### src/rtl/axi_read_arbiter.sv
// Two-master to one-slave AXI read arbiter: one burst outstanding, fixed or round-robin priority.
// Optional feature: define AXI_ARB_ROUND_ROBIN_EN to rotate priority on each address handshake.
`ifndef AXI_ID_BITS
`define AXI_ID_BITS 4
`endif
`ifndef AXI_IDS_BITS
`define AXI_IDS_BITS 8
`endif
`ifndef AXI_ADDR_BITS
`define AXI_ADDR_BITS 32
`endif
`ifndef AXI_LEN_BITS
`define AXI_LEN_BITS 4
`endif
`ifndef AXI_SIZE_BITS
`define AXI_SIZE_BITS 3
`endif
`ifndef AXI_DATA_BITS
`define AXI_DATA_BITS 32
`endif

module axi_read_arbiter #(
  parameter logic INIT_PRIO = 1'b0
) (
  input  logic                      ACLK,
  input  logic                      ARESET,
  input  logic [`AXI_ID_BITS-1:0]   M0_ARID,
  input  logic [`AXI_ADDR_BITS-1:0] M0_ARAddr,
  input  logic [`AXI_LEN_BITS-1:0]  M0_ARLen,
  input  logic [`AXI_SIZE_BITS-1:0] M0_ARSize,
  input  logic [1:0]                M0_ARBurst,
  input  logic                      M0_ARValid,
  output logic                      M0_ARReady,
  input  logic [`AXI_ID_BITS-1:0]   M1_ARID,
  input  logic [`AXI_ADDR_BITS-1:0] M1_ARAddr,
  input  logic [`AXI_LEN_BITS-1:0]  M1_ARLen,
  input  logic [`AXI_SIZE_BITS-1:0] M1_ARSize,
  input  logic [1:0]                M1_ARBurst,
  input  logic                      M1_ARValid,
  output logic                      M1_ARReady,
  output logic [`AXI_IDS_BITS-1:0]  S_ARID,
  output logic [`AXI_ADDR_BITS-1:0] S_ARAddr,
  output logic [`AXI_LEN_BITS-1:0]  S_ARLen,
  output logic [`AXI_SIZE_BITS-1:0] S_ARSize,
  output logic [1:0]                S_ARBurst,
  output logic                      S_ARValid,
  input  logic                      S_ARReady,
  input  logic [`AXI_IDS_BITS-1:0]  S_RID,
  input  logic [`AXI_DATA_BITS-1:0] S_RData,
  input  logic [1:0]                S_RResp,
  input  logic                      S_RLast,
  input  logic                      S_RValid,
  output logic                      S_RReady,
  output logic [`AXI_ID_BITS-1:0]   M0_RID,
  output logic [`AXI_DATA_BITS-1:0] M0_RData,
  output logic [1:0]                M0_RResp,
  output logic                      M0_RLast,
  output logic                      M0_RValid,
  input  logic                      M0_RReady,
  output logic [`AXI_ID_BITS-1:0]   M1_RID,
  output logic [`AXI_DATA_BITS-1:0] M1_RData,
  output logic [1:0]                M1_RResp,
  output logic                      M1_RLast,
  output logic                      M1_RValid,
  input  logic                      M1_RReady,
  output logic [1:0]                dbg_state
);

  // Handshakes: a transfer happens on a rising edge where valid and ready are both high;
  // a source keeps valid and its payload stable until that edge, ready may depend on valid.

  typedef enum logic [1:0] {IDLE = 2'd0, ADDR = 2'd1, DATA = 2'd2} state_t;

  state_t                    state;
  logic                      grant;
  logic                      prio;
  logic                      pick;
  logic                      run;
  logic                      in_addr;
  logic                      in_data;
  logic [`AXI_ID_BITS-1:0]   ar_id;
  logic [`AXI_ADDR_BITS-1:0] ar_addr;
  logic [`AXI_LEN_BITS-1:0]  ar_len;
  logic [`AXI_SIZE_BITS-1:0] ar_size;
  logic [1:0]                ar_burst;
  logic                      unused_rid_hi;

  always_comb begin
    pick = M1_ARValid;
    if (M0_ARValid && M1_ARValid) pick = prio;
  end

  always_ff @(posedge ACLK) begin
    if (ARESET) begin
      state    <= IDLE;
      grant    <= 1'b0;
      prio     <= INIT_PRIO;
      ar_id    <= '0;
      ar_addr  <= '0;
      ar_len   <= '0;
      ar_size  <= '0;
      ar_burst <= '0;
    end else begin
      case (state)
        IDLE: begin
          if (M0_ARValid || M1_ARValid) begin
            grant    <= pick;
            ar_id    <= pick ? M1_ARID    : M0_ARID;
            ar_addr  <= pick ? M1_ARAddr  : M0_ARAddr;
            ar_len   <= pick ? M1_ARLen   : M0_ARLen;
            ar_size  <= pick ? M1_ARSize  : M0_ARSize;
            ar_burst <= pick ? M1_ARBurst : M0_ARBurst;
            state    <= ADDR;
          end
        end
        ADDR: begin
          if (S_ARReady) begin
            state <= DATA;
`ifdef AXI_ARB_ROUND_ROBIN_EN
            prio  <= ~grant;
`endif
          end
        end
        DATA: begin
          // Burst end is taken from RLast alone; ARLen is never counted.
          if (S_RValid && S_RReady && S_RLast) state <= IDLE;
        end
        default: state <= IDLE;
      endcase
    end
  end

  // Reset also masks every valid/ready combinationally, not only from the next edge.
  assign run     = !ARESET;
  assign in_addr = run && (state == ADDR);
  assign in_data = run && (state == DATA);

  assign S_ARValid  = in_addr;
  assign S_ARID     = `AXI_IDS_BITS'({4'(grant), ar_id});
  assign S_ARAddr   = ar_addr;
  assign S_ARLen    = ar_len;
  assign S_ARSize   = ar_size;
  assign S_ARBurst  = ar_burst;
  assign M0_ARReady = in_addr && !grant && S_ARReady;
  assign M1_ARReady = in_addr &&  grant && S_ARReady;

  assign S_RReady  = in_data && (grant ? M1_RReady : M0_RReady);
  assign M0_RValid = in_data && !grant && S_RValid;
  assign M1_RValid = in_data &&  grant && S_RValid;
  assign M0_RID    = S_RID[`AXI_ID_BITS-1:0];
  assign M1_RID    = S_RID[`AXI_ID_BITS-1:0];
  assign M0_RData  = S_RData;
  assign M1_RData  = S_RData;
  assign M0_RResp  = S_RResp;
  assign M1_RResp  = S_RResp;
  assign M0_RLast  = S_RLast;
  assign M1_RLast  = S_RLast;

  assign unused_rid_hi = ^S_RID[`AXI_IDS_BITS-1:`AXI_ID_BITS];
  assign dbg_state     = state;

endmodule
### config.mk
export PLATFORM = sky130hd
export DESIGN_NAME = axi_read_arbiter
export DESIGN_NICKNAME = d
export VERILOG_FILES = /design/src/rtl/axi_read_arbiter.sv
export SDC_FILE = /design/constraint.sdc
export NUM_CORES = 1
export LEC_CHECK = 0
export CAP_MARGIN = 0
export CORE_ASPECT_RATIO = 1.75
export CORE_MARGIN = 5
export CORE_UTILIZATION = 32
export CTS_CLUSTER_DIAMETER = 120
export DETAILED_ROUTE_END_ITERATION = 7
export PLACE_DENSITY = 0.82
export RECOVER_POWER = 50
export SLEW_MARGIN = 30
export SYNTH_ARGS = -nofsm -noshare
export SYNTH_HDL_FRONTEND = slang
export SYNTH_SLANG_ARGS = --single-unit
### constraint.sdc
create_clock -name ACLK -period 1.3 [get_ports ACLK]
set_input_delay 0.26 -clock ACLK [delete_from_list [all_inputs] [get_ports ACLK]]
set_output_delay 0.26 -clock ACLK [all_outputs]
set_load 0.02 [all_outputs]
==> reports/metrics.json <==
{
  "rrSetupSlack_ns": -0.14,
  "antenna_left": 0,
  "syn_area_mm2": 0.00312,
  "timing.final.crit_share_pct": 116,
  "tightest_slew_ns": 0.546,
  "synth.top_cell.area_share_pct": 30.8,
  "die_width_um": 84.6,
  "die_area_mm2": 0.0119,
  "final_layout_size_suffix_gt1_share_pct": 34.8,
  "maxSlewViolCount": 0,
  "period_minus_slack_ns": 1.51,
  "synth_cell_types": 25,
  "core_area_mm2": 0.00953,
  "routed_wirelength_um": 13600,
  "chipHeight_um": 141,
  "power_frac_clock_pct": 27.2,
  "worst_skew_pair.late_latency_ns": 0.29,
  "p_switching_mw": 1.88,
  "ys_seq_area_share_pct": 30.8,
  "nNetsFinal": 603,
  "netlist.top_cell.by_area": "sky130_fd_sc_hd__dfxtp_1",
  "async_reset_ff_share_pct": 0,
  "antenna_violations_before_repair": 0,
  "switching_share_pct": 32.2,
  "ys_ff_latch": 48,
  "timing.critical_path.to_type": "primary output",
  "hp-class": "in -> reg",
  "synth_ff_type": "sky130_fd_sc_hd__dfxtp_1",
  "combPwrFrac_pct": 41.9,
  "leakagePower_nw": 2.05,
  "initial_core_util_pct": 32.8,
  "cell_internal_pwr_mw": 3.96,
  "worst-path-max-fanout": 4,
  "maximum_clock_frequency_mhz": 664,
  "total_number_of_vias": 3086,
  "grt_max_degree": 47,
  "drc": 0,
  "cts_num_sinks": 48,
  "via_count_of_the_first_global_routing_pass": 3335,
  "synthMostInstantiatedCell": "sky130_fd_sc_hd__nand2_1",
  "status": "finished with violations",
  "cts_inserted_buffers": 5,
  "post_synth_inst_count": 366,
  "avgViaCountPerCell": 5.28,
  "insertedDiodeCount": 0,
  "critical_path_required_ns": 1.04,
  "grt_usage_pct": 21.7,
  "port_buffers": 154,
  "detail_route.iter0.violations": 127,
  "hold_ws_ns": 0.269,
  "synth.top_cells.by_count": "sky130_fd_sc_hd__nand2_1, sky130_fd_sc_hd__buf_4, sky130_fd_sc_hd__dfxtp_1",
  "setup_viol_count_final": 54,
  "grt_remaining_overflow": 0,
  "design.portCount": 276,
  "cts-root-to-sink-buffers": 2,
  "h-tree-depth": 2,
  "finalWorstSetupSlack_ns": -0.206,
  "worst-setup-path-type": "reg -> out",
  "place.gp.congestion": 0.820,
  "synth_enable_flop_cells": 0,
  "cap_violations": 0,
  "crit_path_start_kind": "flop",
  "tritoncts_clock_tree": "done",
  "ir_worst_vdd_v": 0.000590,
  "violations_in_the_final_reports": "negative setup slack",
  "design_power_total_mw": 5.83,
  "clk_pin_slew_ns": 0.06,
  "power_density_mw_per_mm2": 1130,
  "dp_slack_ns": -0.722,
  "ctsRootBufferMaster": "sky130_fd_sc_hd__clkbuf_16",
  "slew-limit-headroom_pct": 63.6,
  "timing_hold_violations_final": 0,
  "hpwl_um": 9110,
  "grt_first_pass_wirelength_um": 19700,
  "final.setup_skew_ns": 0.00826,
  "synth_area_per_cell_um2": 8.53,
  "synthesis.yosys.warnings": 0,
  "synth.top_cells.by_area": "sky130_fd_sc_hd__dfxtp_1, sky130_fd_sc_hd__buf_4, sky130_fd_sc_hd__a311oi_2",
  "drt_pre_antenna_iters": 4,
  "setup_repair_after_global_routing_missed_its_margin": "true",
  "number_of_placement_rows": 47,
  "areaGrowthSynthToFinish_pct": 65.8,
  "timing.critical_path.arrival_ns": 1.25,
  "power.sequential.fraction_pct": 30.9,
  "wl_per_cell_um": 23.2
}
critical path, cell delays in order (launching register included):
cell	delay [ns]
sky130_fd_sc_hd__dfxtp_4	0.38
sky130_fd_sc_hd__buf_4	0.13
sky130_fd_sc_hd__nand2_4	0.06
sky130_fd_sc_hd__nor4b_4	0.21
sky130_fd_sc_hd__buf_4	0.18
cell type report:
cell class	count	area, um2
fill	853	4350
timing repair buffer	200	2170
multi-input combinational	206	1700
sequential	48	972
clock buffer	7	153
tap	122	153
clock inverter	1	30.0
inverter	1	3.75
kinds of logic (layout without fill, tap and decap cells):
kind of cell    after synthesis  after routing  share of synthesized area [%]
simple gates                107            107                           14.0
flops                        48             48                           30.8
buf+inv                     114            209                           25.8
compound gates               95             95                           28.9
other cells                   1              3                          0.120
mux                           1              1                          0.321
cell usage in the layout, fill, tap and decap left out, types with 2 or more instances in the layout:
master / count
sky130_fd_sc_hd__clkdlybuf4s50_1: 94
sky130_fd_sc_hd__nand2_1: 91
sky130_fd_sc_hd__dfxtp_1: 45
sky130_fd_sc_hd__a311oi_2: 41
sky130_fd_sc_hd__dlygate4sd2_1: 31
sky130_fd_sc_hd__a21oi_1: 17
sky130_fd_sc_hd__buf_4: 17
sky130_fd_sc_hd__a21oi_2: 16
sky130_fd_sc_hd__buf_12: 15
sky130_fd_sc_hd__a21oi_4: 14
sky130_fd_sc_hd__buf_6: 13
sky130_fd_sc_hd__clkdlybuf4s15_1: 9
sky130_fd_sc_hd__clkbuf_2: 8
sky130_fd_sc_hd__a311oi_1: 5
sky130_fd_sc_hd__clkbuf_16: 5
sky130_fd_sc_hd__buf_16: 5
sky130_fd_sc_hd__buf_2: 4
sky130_fd_sc_hd__conb_1: 3
sky130_fd_sc_hd__dfxtp_4: 3
sky130_fd_sc_hd__nor4_4: 2
sky130_fd_sc_hd__nor2_1: 2
sky130_fd_sc_hd__clkbuf_8: 2
sky130_fd_sc_hd__bufbuf_16: 2
power groups by stage:
| stage | clock network [mW] | registers (mW) | logic [mW] |
|---|---|---|---|
| 6_report | 1.59 | 1.80 | 2.45 |
| 5_1_grt | 1.70 | 1.83 | 2.57 |
| 4_1_cts | 1.62 | 1.76 | 2.49 |
| 2_1_floorplan | 0 | 2.02 | 1.12 |
| 3_3_place_gp | 0 | 1.79 | 1.86 |
| 3_5_place_dp | 0 | 1.80 | 1.90 |
timing repair:
| item | 4_1_cts | 5_1_grt |
|---|---|---|
| pin swaps | 17 | 33 |
| gates cloned | 13 | 0 |
| hold endpoints to repair | 0 | 0 |
| gates resized for setup | 127 | 92 |
| setup endpoints to repair | 102 | 57 |
| setup buffers | 17 | 4 |
| hold buffers | 0 | 0 |
registers in the layout (all words and copies together) (netlist names):
signal / cells
S_ARAddr: 32
S_ARLen: 4
ar_id: 4
S_ARSize: 3
S_ARBurst: 2
dbg_state: 2
grant: 1
per-stage QoR:
step	setup TNS, ns	cells	util, %	area (um2)
after floorplan	-0.0841	368	-	3210
after global placement	-27.00	553	45.4	4330
after detailed placement	-27.60	553	45.4	4330
after CTS	-8.75	591	53.7	5120
after global routing	-7.49	585	54.3	5170
final	-4.39	585	54.3	5170
final timing paths:
check,to,cells past startpoint,start
setup / recovery,M1_RValid,4,dbg_state[1]
hold / removal,dbg_state[1],2,S_RValid
setup reg to reg,S_ARAddr[23],7,dbg_state[1]
hold reg to reg,S_ARAddr[4],2,S_ARAddr[4]
layer usage:
metal,vias to the layer above,global-route usage (%),part of all wire (%)
li1,1379,-,-
met1,1446,18.0,28
met4,0,15.1,6.1
met3,92,11.1,13
met5,-,0,0
met2,169,38.8,53
No activity file was read; power rests on OpenSTA's default activity.
